### config.mk
export PLATFORM = sky130hd
export DESIGN_NAME = fetch_stage
export DESIGN_NICKNAME = d
export VERILOG_FILES = /design/src/rtl/fetch_stage.sv
export SDC_FILE = /design/constraint.sdc
export NUM_CORES = 1
export LEC_CHECK = 0
export CORE_UTILIZATION = 55
export DETAILED_ROUTE_END_ITERATION = 8
export DONT_BUFFER_PORTS = 1
export GPL_TIMING_DRIVEN = 0
export PLACE_DENSITY = 0.7
export SYNTH_ARGS = -nofsm -noshare
export SYNTH_HDL_FRONTEND = slang
export SYNTH_SLANG_ARGS = --single-unit
### constraint.sdc
create_clock -name clk_i -period 13.2 [get_ports clk_i]
set_input_delay 3.96 -clock clk_i [delete_from_list [all_inputs] [get_ports clk_i]]
set_output_delay 3.96 -clock clk_i [all_outputs]
set_load 0.1 [all_outputs]
### src/rtl/fetch_stage.sv
// fetch_stage: instruction-fetch stage of the two-stage MCU pipeline.
//
// Owns the 11-bit program counter, a circular hardware return stack and the
// instruction register. Drives the combinational Program_Rom and latches the
// returned word for execute. Execute answers in the same cycle with
// jump/call/return requests that redirect fetch and flush the prefetched word.
//
// Optional build macro: FETCH_STACK_FLAGS_EN
//   defined   -> sticky stack_ovf_o / stack_unf_o backed by a live-entry counter
//   undefined -> both flags tied low, no counter
//
// Ports:
//   clk_i        system clock, rising edge
//   rst_i        asynchronous active-high reset
//   stall_i      hold PC, IR, ir_pc and ir_valid this cycle
//   jump_en_i    GOTO in execute: PC <= jump_addr_i
//   call_en_i    CALL in execute: push ir_pc+1, PC <= jump_addr_i
//   ret_en_i     RETURN/RETLW in execute: pop stack into PC
//   jump_addr_i  jump / call target
//   rom_addr_o   Program_Rom address (the PC register)
//   rom_data_i   Program_Rom word for rom_addr_o
//   ir_out_o     instruction presented to execute
//   ir_pc_o      address ir_out_o was fetched from
//   ir_valid_o   0 while ir_out_o is a flush bubble
//   stack_ovf_o  sticky push-overflow flag
//   stack_unf_o  sticky pop-underflow flag
module fetch_stage #(
    parameter int unsigned STACK_DEPTH = 8,
    parameter logic [13:0] NOP_WORD    = 14'h0000
) (
    input  logic        clk_i,
    input  logic        rst_i,
    input  logic        stall_i,
    input  logic        jump_en_i,
    input  logic        call_en_i,
    input  logic        ret_en_i,
    input  logic [10:0] jump_addr_i,
    output logic [10:0] rom_addr_o,
    input  logic [13:0] rom_data_i,
    output logic [13:0] ir_out_o,
    output logic [10:0] ir_pc_o,
    output logic        ir_valid_o,
    output logic        stack_ovf_o,
    output logic        stack_unf_o
);

    localparam int unsigned SpW = (STACK_DEPTH > 1) ? $clog2(STACK_DEPTH) : 1;

    logic [10:0]    pc_q, pc_d;
    logic [13:0]    ir_q, ir_d;
    logic [10:0]    ir_pc_q, ir_pc_d;
    logic           ir_valid_q, ir_valid_d;
    logic [SpW-1:0] sp_q, sp_d;
    logic [SpW-1:0] sp_dec;
    logic [10:0]    stack_q [STACK_DEPTH];

    logic redirect;
    logic do_ret;
    logic do_call;

    // A bubble in IR is not a real instruction, so it can never redirect.
    assign redirect = ir_valid_q & (ret_en_i | call_en_i | jump_en_i);
    assign do_ret   = redirect & ret_en_i;
    assign do_call  = redirect & ~ret_en_i & call_en_i;
    assign sp_dec   = sp_q - SpW'(1);

    always_comb begin
        pc_d       = pc_q;
        ir_d       = ir_q;
        ir_pc_d    = ir_pc_q;
        ir_valid_d = ir_valid_q;
        sp_d       = sp_q;
        if (redirect) begin
            // Flush the prefetched word; the target arrives one cycle later.
            ir_d       = NOP_WORD;
            ir_valid_d = 1'b0;
            ir_pc_d    = pc_q;
            if (do_ret) begin
                sp_d = sp_dec;
                pc_d = stack_q[sp_dec];
            end else if (do_call) begin
                sp_d = sp_q + SpW'(1);
                pc_d = jump_addr_i;
            end else begin
                pc_d = jump_addr_i;
            end
        end else if (!stall_i) begin
            ir_d       = rom_data_i;
            ir_pc_d    = pc_q;
            ir_valid_d = 1'b1;
            pc_d       = pc_q + 11'd1;
        end
    end

    always_ff @(posedge clk_i or posedge rst_i) begin
        if (rst_i) begin
            pc_q       <= 11'd0;
            ir_q       <= NOP_WORD;
            ir_pc_q    <= 11'd0;
            ir_valid_q <= 1'b0;
            sp_q       <= '0;
            for (int unsigned i = 0; i < STACK_DEPTH; i++) begin
                stack_q[i] <= 11'd0;
            end
        end else begin
            pc_q       <= pc_d;
            ir_q       <= ir_d;
            ir_pc_q    <= ir_pc_d;
            ir_valid_q <= ir_valid_d;
            sp_q       <= sp_d;
            // Circular: a push with the stack full overwrites the oldest entry.
            if (do_call) begin
                stack_q[sp_q] <= ir_pc_q + 11'd1;
            end
        end
    end

    assign rom_addr_o = pc_q;
    assign ir_out_o   = ir_q;
    assign ir_pc_o    = ir_pc_q;
    assign ir_valid_o = ir_valid_q;

`ifdef FETCH_STACK_FLAGS_EN
    localparam logic [SpW:0] LiveMax = (SpW + 1)'(STACK_DEPTH);

    logic [SpW:0] live_q, live_d;
    logic         ovf_q, ovf_d;
    logic         unf_q, unf_d;

    // Occupancy only drives the flags; the pointer wraps regardless.
    always_comb begin
        live_d = live_q;
        ovf_d  = ovf_q;
        unf_d  = unf_q;
        if (do_ret) begin
            if (live_q == '0) begin
                unf_d = 1'b1;
            end else begin
                live_d = live_q - (SpW + 1)'(1);
            end
        end else if (do_call) begin
            if (live_q == LiveMax) begin
                ovf_d = 1'b1;
            end else begin
                live_d = live_q + (SpW + 1)'(1);
            end
        end
    end

    always_ff @(posedge clk_i or posedge rst_i) begin
        if (rst_i) begin
            live_q <= '0;
            ovf_q  <= 1'b0;
            unf_q  <= 1'b0;
        end else begin
            live_q <= live_d;
            ovf_q  <= ovf_d;
            unf_q  <= unf_d;
        end
    end

    assign stack_ovf_o = ovf_q;
    assign stack_unf_o = unf_q;
`else
    assign stack_ovf_o = 1'b0;
    assign stack_unf_o = 1'b0;
`endif

endmodule

* Word-level counts from Yosys, hierarchy flattened
Cells that the tools add are included.
** Storage, ports and cells
- Output and inout port bits :: 39
- Bits in registers :: 128
- Input port bits :: 31
** Operators by class
- Reductions and logical operators :: 3
- Equal/unequal tests :: 1
- Bitwise operators :: 9
- Add/sub/neg operators :: 4
- Multiplexer cells :: 17
- $lt $le $gt $ge :: 3
** Operators with widths (count)
- bitwise mux 88 bit :: 1
- two-way mux 11 bit :: 8
- binary-select mux 11 bit (select 3 bit) :: 1
- demux 11 bit (select 3 bit) :: 1
- two-way mux 14 bit :: 2
- adder 11 x 1 -> 11 bit (second input constant) :: 2
- greater-or-equal comparator 4 bit (second input constant) :: 2
- NOT 3 -> 4 bit :: 2
- two-way mux 3 bit :: 2
- AND 1 bit :: 4
- < comparator 4 x 1 -> 1 bit (second input constant) :: 1
- adder 3 x 1 -> 3 bit (second input constant) :: 1
- subtractor 3 x 1 -> 3 bit (second input constant) :: 1
- two-way mux 1 bit :: 2
- inequality test 2 x 1 -> 1 bit (second input constant) :: 1
- OR 1 bit :: 2
- AND reduction 2 bit :: 1
- nonzero test 2 bit :: 1
- logical AND 1 bit :: 1
- NOT 1 bit :: 1

* Depth between registers and ports, before layout
- Depth after elaboration :: 7
- Depth in mapped cells :: 7

* Worst setup path before layout
No wires, ideal clock.
- Path kind :: input -> register
- Start point :: input port call_en_i
- End point :: register pc_q[9], in the netlist rom_addr_o[9]
- Setup slack :: 7956 ps
- Required time :: 13079 ps
- Data arrival time :: 5122 ps
- Setup time :: 121 ps
- Path buffers :: 2
- Stages :: 5
- Cells stage by stage :: buf_2 -> o31ai_4 -> nand2_1 -> clkbuf_1 -> o22a_1
** On the way
- Word-level cells in the longest chain between the ends :: 6
** Ends and longest elaborated chain
- start: declaration :: RTL line 35 : input logic call_en_i,
- OR 1 bit (*) (2 in series) :: RTL line 62 : assign redirect = ir_valid_q & (ret_en_i | call_en_i | jump_en_i);
- AND 1 bit (*) :: RTL line 62
- AND 1 bit :: RTL line 63 : assign do_ret = redirect & ret_en_i;
- two-way mux 11 bit :: RTL line 78 : if (do_ret) begin
- two-way mux 11 bit :: RTL line 73 : if (redirect) begin
- end signal: assignment :: RTL line 106 : pc_q <= pc_d;
- end: declaration :: RTL line 49 : logic [10:0] pc_q, pc_d;
Mark *: on every way between the ends. The rest lies on a longest branch, timed or not.
A chain may end at the register's enable or synchronous reset.

* Worst setup path in the final report
- Start point :: register pc_q[0], in the netlist rom_addr_o[0]
- End point :: output port rom_addr_o[0]
** RTL lines
- end: declaration :: RTL line 38 : output logic [10:0] rom_addr_o,
No word-level cell between the ends.

==> impl_metrics.py <==
metrics = {
    "floorplan": {
        "start_util_pct": 57.4,
        "die_height_um": 106,
        "rows": 37,
        "die_w_um": 106,
        "io_pins": 70,
        "die_area_mm2": 0.0113,
        "coreArea_mm2": 0.0104,
    },
    "layout": {
        "fin_cells": 713,
        "post-route-util_pct": 64.9,
        "fill_cells": 815,
        "ff_latch_area_mm2": 0.00320,
        "multi_input_area_mm2": 0.00258,
        "drive_gt1_share_pct": 16.3,
        "fin_nets": 599,
        "synthToLayoutAreaGrowth_pct": 13.1,
        "antenna_cells": 0,
    },
    "global_routing": {
        "grt_overflow": 0,
        "grt.total_usage_pct": 29.0,
        "antenna_found_initial": 0,
        "grt_pass1_wl_mm": 23.9,
        "grt_start_max_net_pins": 78,
        "grt_pass1_vias": 4452,
    },
    "clocking": {
        "clock_latency_ps": 530,
        "holdBufCountCts": 0,
        "cts_max_path_buffers": 2,
        "clk_pin_slew_ps": 60,
        "cts.sinks": 128,
        "cts_setup_buffers": 0,
        "cts_buffers": 17,
        "cts_tree": "built",
        "cts_root_buffer": "clkbuf_8",
        "htreeDepth": 4,
        "postCtsResizedCells": 0,
    },
    "timing": {
        "finalSetupTns_ps": 0,
        "rsz0062_at_grt": "no",
        "setup_viol": 0,
        "relSlewSlack_pct": 23.8,
        "period_share_pct": 42.4,
        "period_minus_slack_ps": 5590,
        "tightest_slew_ps": 1140,
        "hold_viol": 0,
        "slew_viol_final": 0,
        "fin_skew_ps": 7.82,
        "layout_setup_ws_ps": 7610,
        "max_freq_mhz": 179,
    },
    "detailed_routing": {
        "drc": 0,
        "drt-initial-drc-count": 393,
        "ant_nets": 0,
        "met3_length_mm": 1.26,
        "via_per_inst": 6.19,
        "met2_length_mm": 7.24,
        "drt_pass1_iterations": 5,
        "wl_per_cell_um": 21.1,
        "dr.max_layer_used": "met4",
        "wl_met1_mm": 6.13,
        "drt_wl_total_mm": 15.1,
        "num_vias": 4412,
    },
    "placed_design": {
        "dp.cells": 681,
        "gp_congestion": 0.851,
        "io_buffers": 0,
        "dp_hpwl_mm": 10.1,
        "dp_slack_ps": 7460,
    },
    "setup_path": {
        "worstPathMaxFanout": 9,
        "startpoint_type": "flip-flop",
        "worstSetupEndpointType": "output port",
        "critical_path_class": "flip-flop to output port",
        "cp.required_ps": 9240,
        "critical_path_arrival_ps": 1630,
    },
    "yosys": {
        "ys_top_cells_by_area": "dfrtp_1 (54%), mux4_2 (7.2%), mux2i_1 (4.7%)",
        "syn-cell-area_mm2": 0.00598,
        "yosys_warnings": 0,
        "synthCells": 543,
        "yosysTopAreaCell": "dfrtp_1",
        "ys_ff_latch": 128,
        "synth-edff-count": 0,
        "avgSynthCellArea_um2": 11.0,
        "seq_area_frac_synth_pct": 53.6,
        "synthFlopType": "dfrtp_1",
        "async_reset_ff_share_pct": 100,
        "synth_cell_types": 47,
        "synth_top_area_share_pct": 53.6,
    },
    "flow_run": {
        "drv_cap": 0,
    },
    "hold_path": {
        "min_path_type": "flip-flop to flip-flop",
    },
    "outcome": {
        "status": "completed",
    },
}
-- per-stage QoR --
stage	hold WS [ps]	area, um2
final	482	6760
after global placement	457	6150
after global routing	501	6760
after CTS	484	6760
after floorplan	445	5980
after detailed placement	468	6190
-- synthesized netlist by cell type, drive strengths merged, types with 2 or more instances --
cell      n
o221a     2
nand4     2
a221oi    5
buf      15
nand2    53
a21oi    50
xor2      5
nand3    13
nand2b    3
xnor2    12
clkbuf   20
and3      2
mux2     23
a22o      2
o21a      3
and2      2
nand4b    2
nor2b     4
o21ai    46
mux2i    28
o221ai    3
o211a     2
dfrtp   128
a31oi     2
and4      2
nor3      7
nor2     64
inv       8
ha        4
mux4     19
-- flip-flops by register name, indices dropped and copies added (netlist names) --
name / count
sp_q: 3
ir_out_o: 14
stack_q: 88
rom_addr_o: 11
ir_pc_o: 11
ir_valid_o: 1
-- layout make-up --
cell class	count	share of cell area, %
multi-input cells	372	38.2
repair buffers	1	0.407
well taps	136	2.52
clock buffers	17	6.12
clock inverters	15	2.41
inverters	9	0.574
plain buffers	35	2.39
flip-flops and latches	128	47.4
-- routing by layer --
metal / global-route usage, % / vias up
met1: 39.3 / 2225
met2: 44.4 / 188
met3: 7.60 / 30
met4: 12.3 / 0
met5: 0 / -
li1: - / 1969
-- worst paths after layout --
path                                      startpoint                        end  slack (ps)  cells past startpoint
max in group asynchronous                      rst_i        sp_q[0]$_DFFE_PP0P_        9150                      2
min                          stack_q[61]$_DFFE_PP0P_    stack_q[61]$_DFFE_PP0P_         480                      2
min reg2reg                  stack_q[61]$_DFFE_PP0P_    stack_q[61]$_DFFE_PP0P_         480                      2
max                        rom_addr_o[0]$_DFFE_PP0P_              rom_addr_o[0]        7610                      0
max reg2reg                      sp_q[0]$_DFFE_PP0P_  rom_addr_o[1]$_DFFE_PP0P_       10170                      7
min in group asynchronous                      rst_i    stack_q[48]$_DFFE_PP0P_        3330                      1
-- logic make-up (layout without fill, tap and decap cells) --
kind of cell,count (synthesis),after routing,share of synthesized area [%]
other,1,2,0.0627
multiplexers,70,70,16.2
buffers and inverters,44,77,3.26
adder cells (fa/ha/maj),4,4,0.837
AND/OR/NAND/NOR,158,158,11.4
AO/OA/AOI/OAI,121,121,11.9
XOR/XNOR,17,17,2.74
flip-flops,128,128,53.6
-- cells in the final DEF, fill, tap and decap left out, types with 3 or more instances in the layout --
master,netlist,routed
ha_1,4,4
buf_4,5,5
clkinvlp_4,0,3
xor2_1,4,4
nor2_1,64,64
o221ai_1,3,3
dfrtp_1,128,128
mux4_2,19,19
clkinv_4,0,6
nor2b_1,4,4
clkbuf_16,0,16
mux2_2,23,23
clkbuf_1,20,20
o21ai_1,15,15
a221oi_1,5,5
o21ai_0,31,31
o21a_1,3,3
xnor2_1,11,11
nand2b_1,3,3
nor3_1,7,7
a21oi_1,50,50
nand3_1,13,13
buf_2,9,9
inv_1,8,7
inv_6,0,3
mux2i_1,28,28
nand2_1,53,53
Power is left out: the tool's default activity adds up to more than one toggle a clock period on the data nets, which glitch-free logic cannot reach.
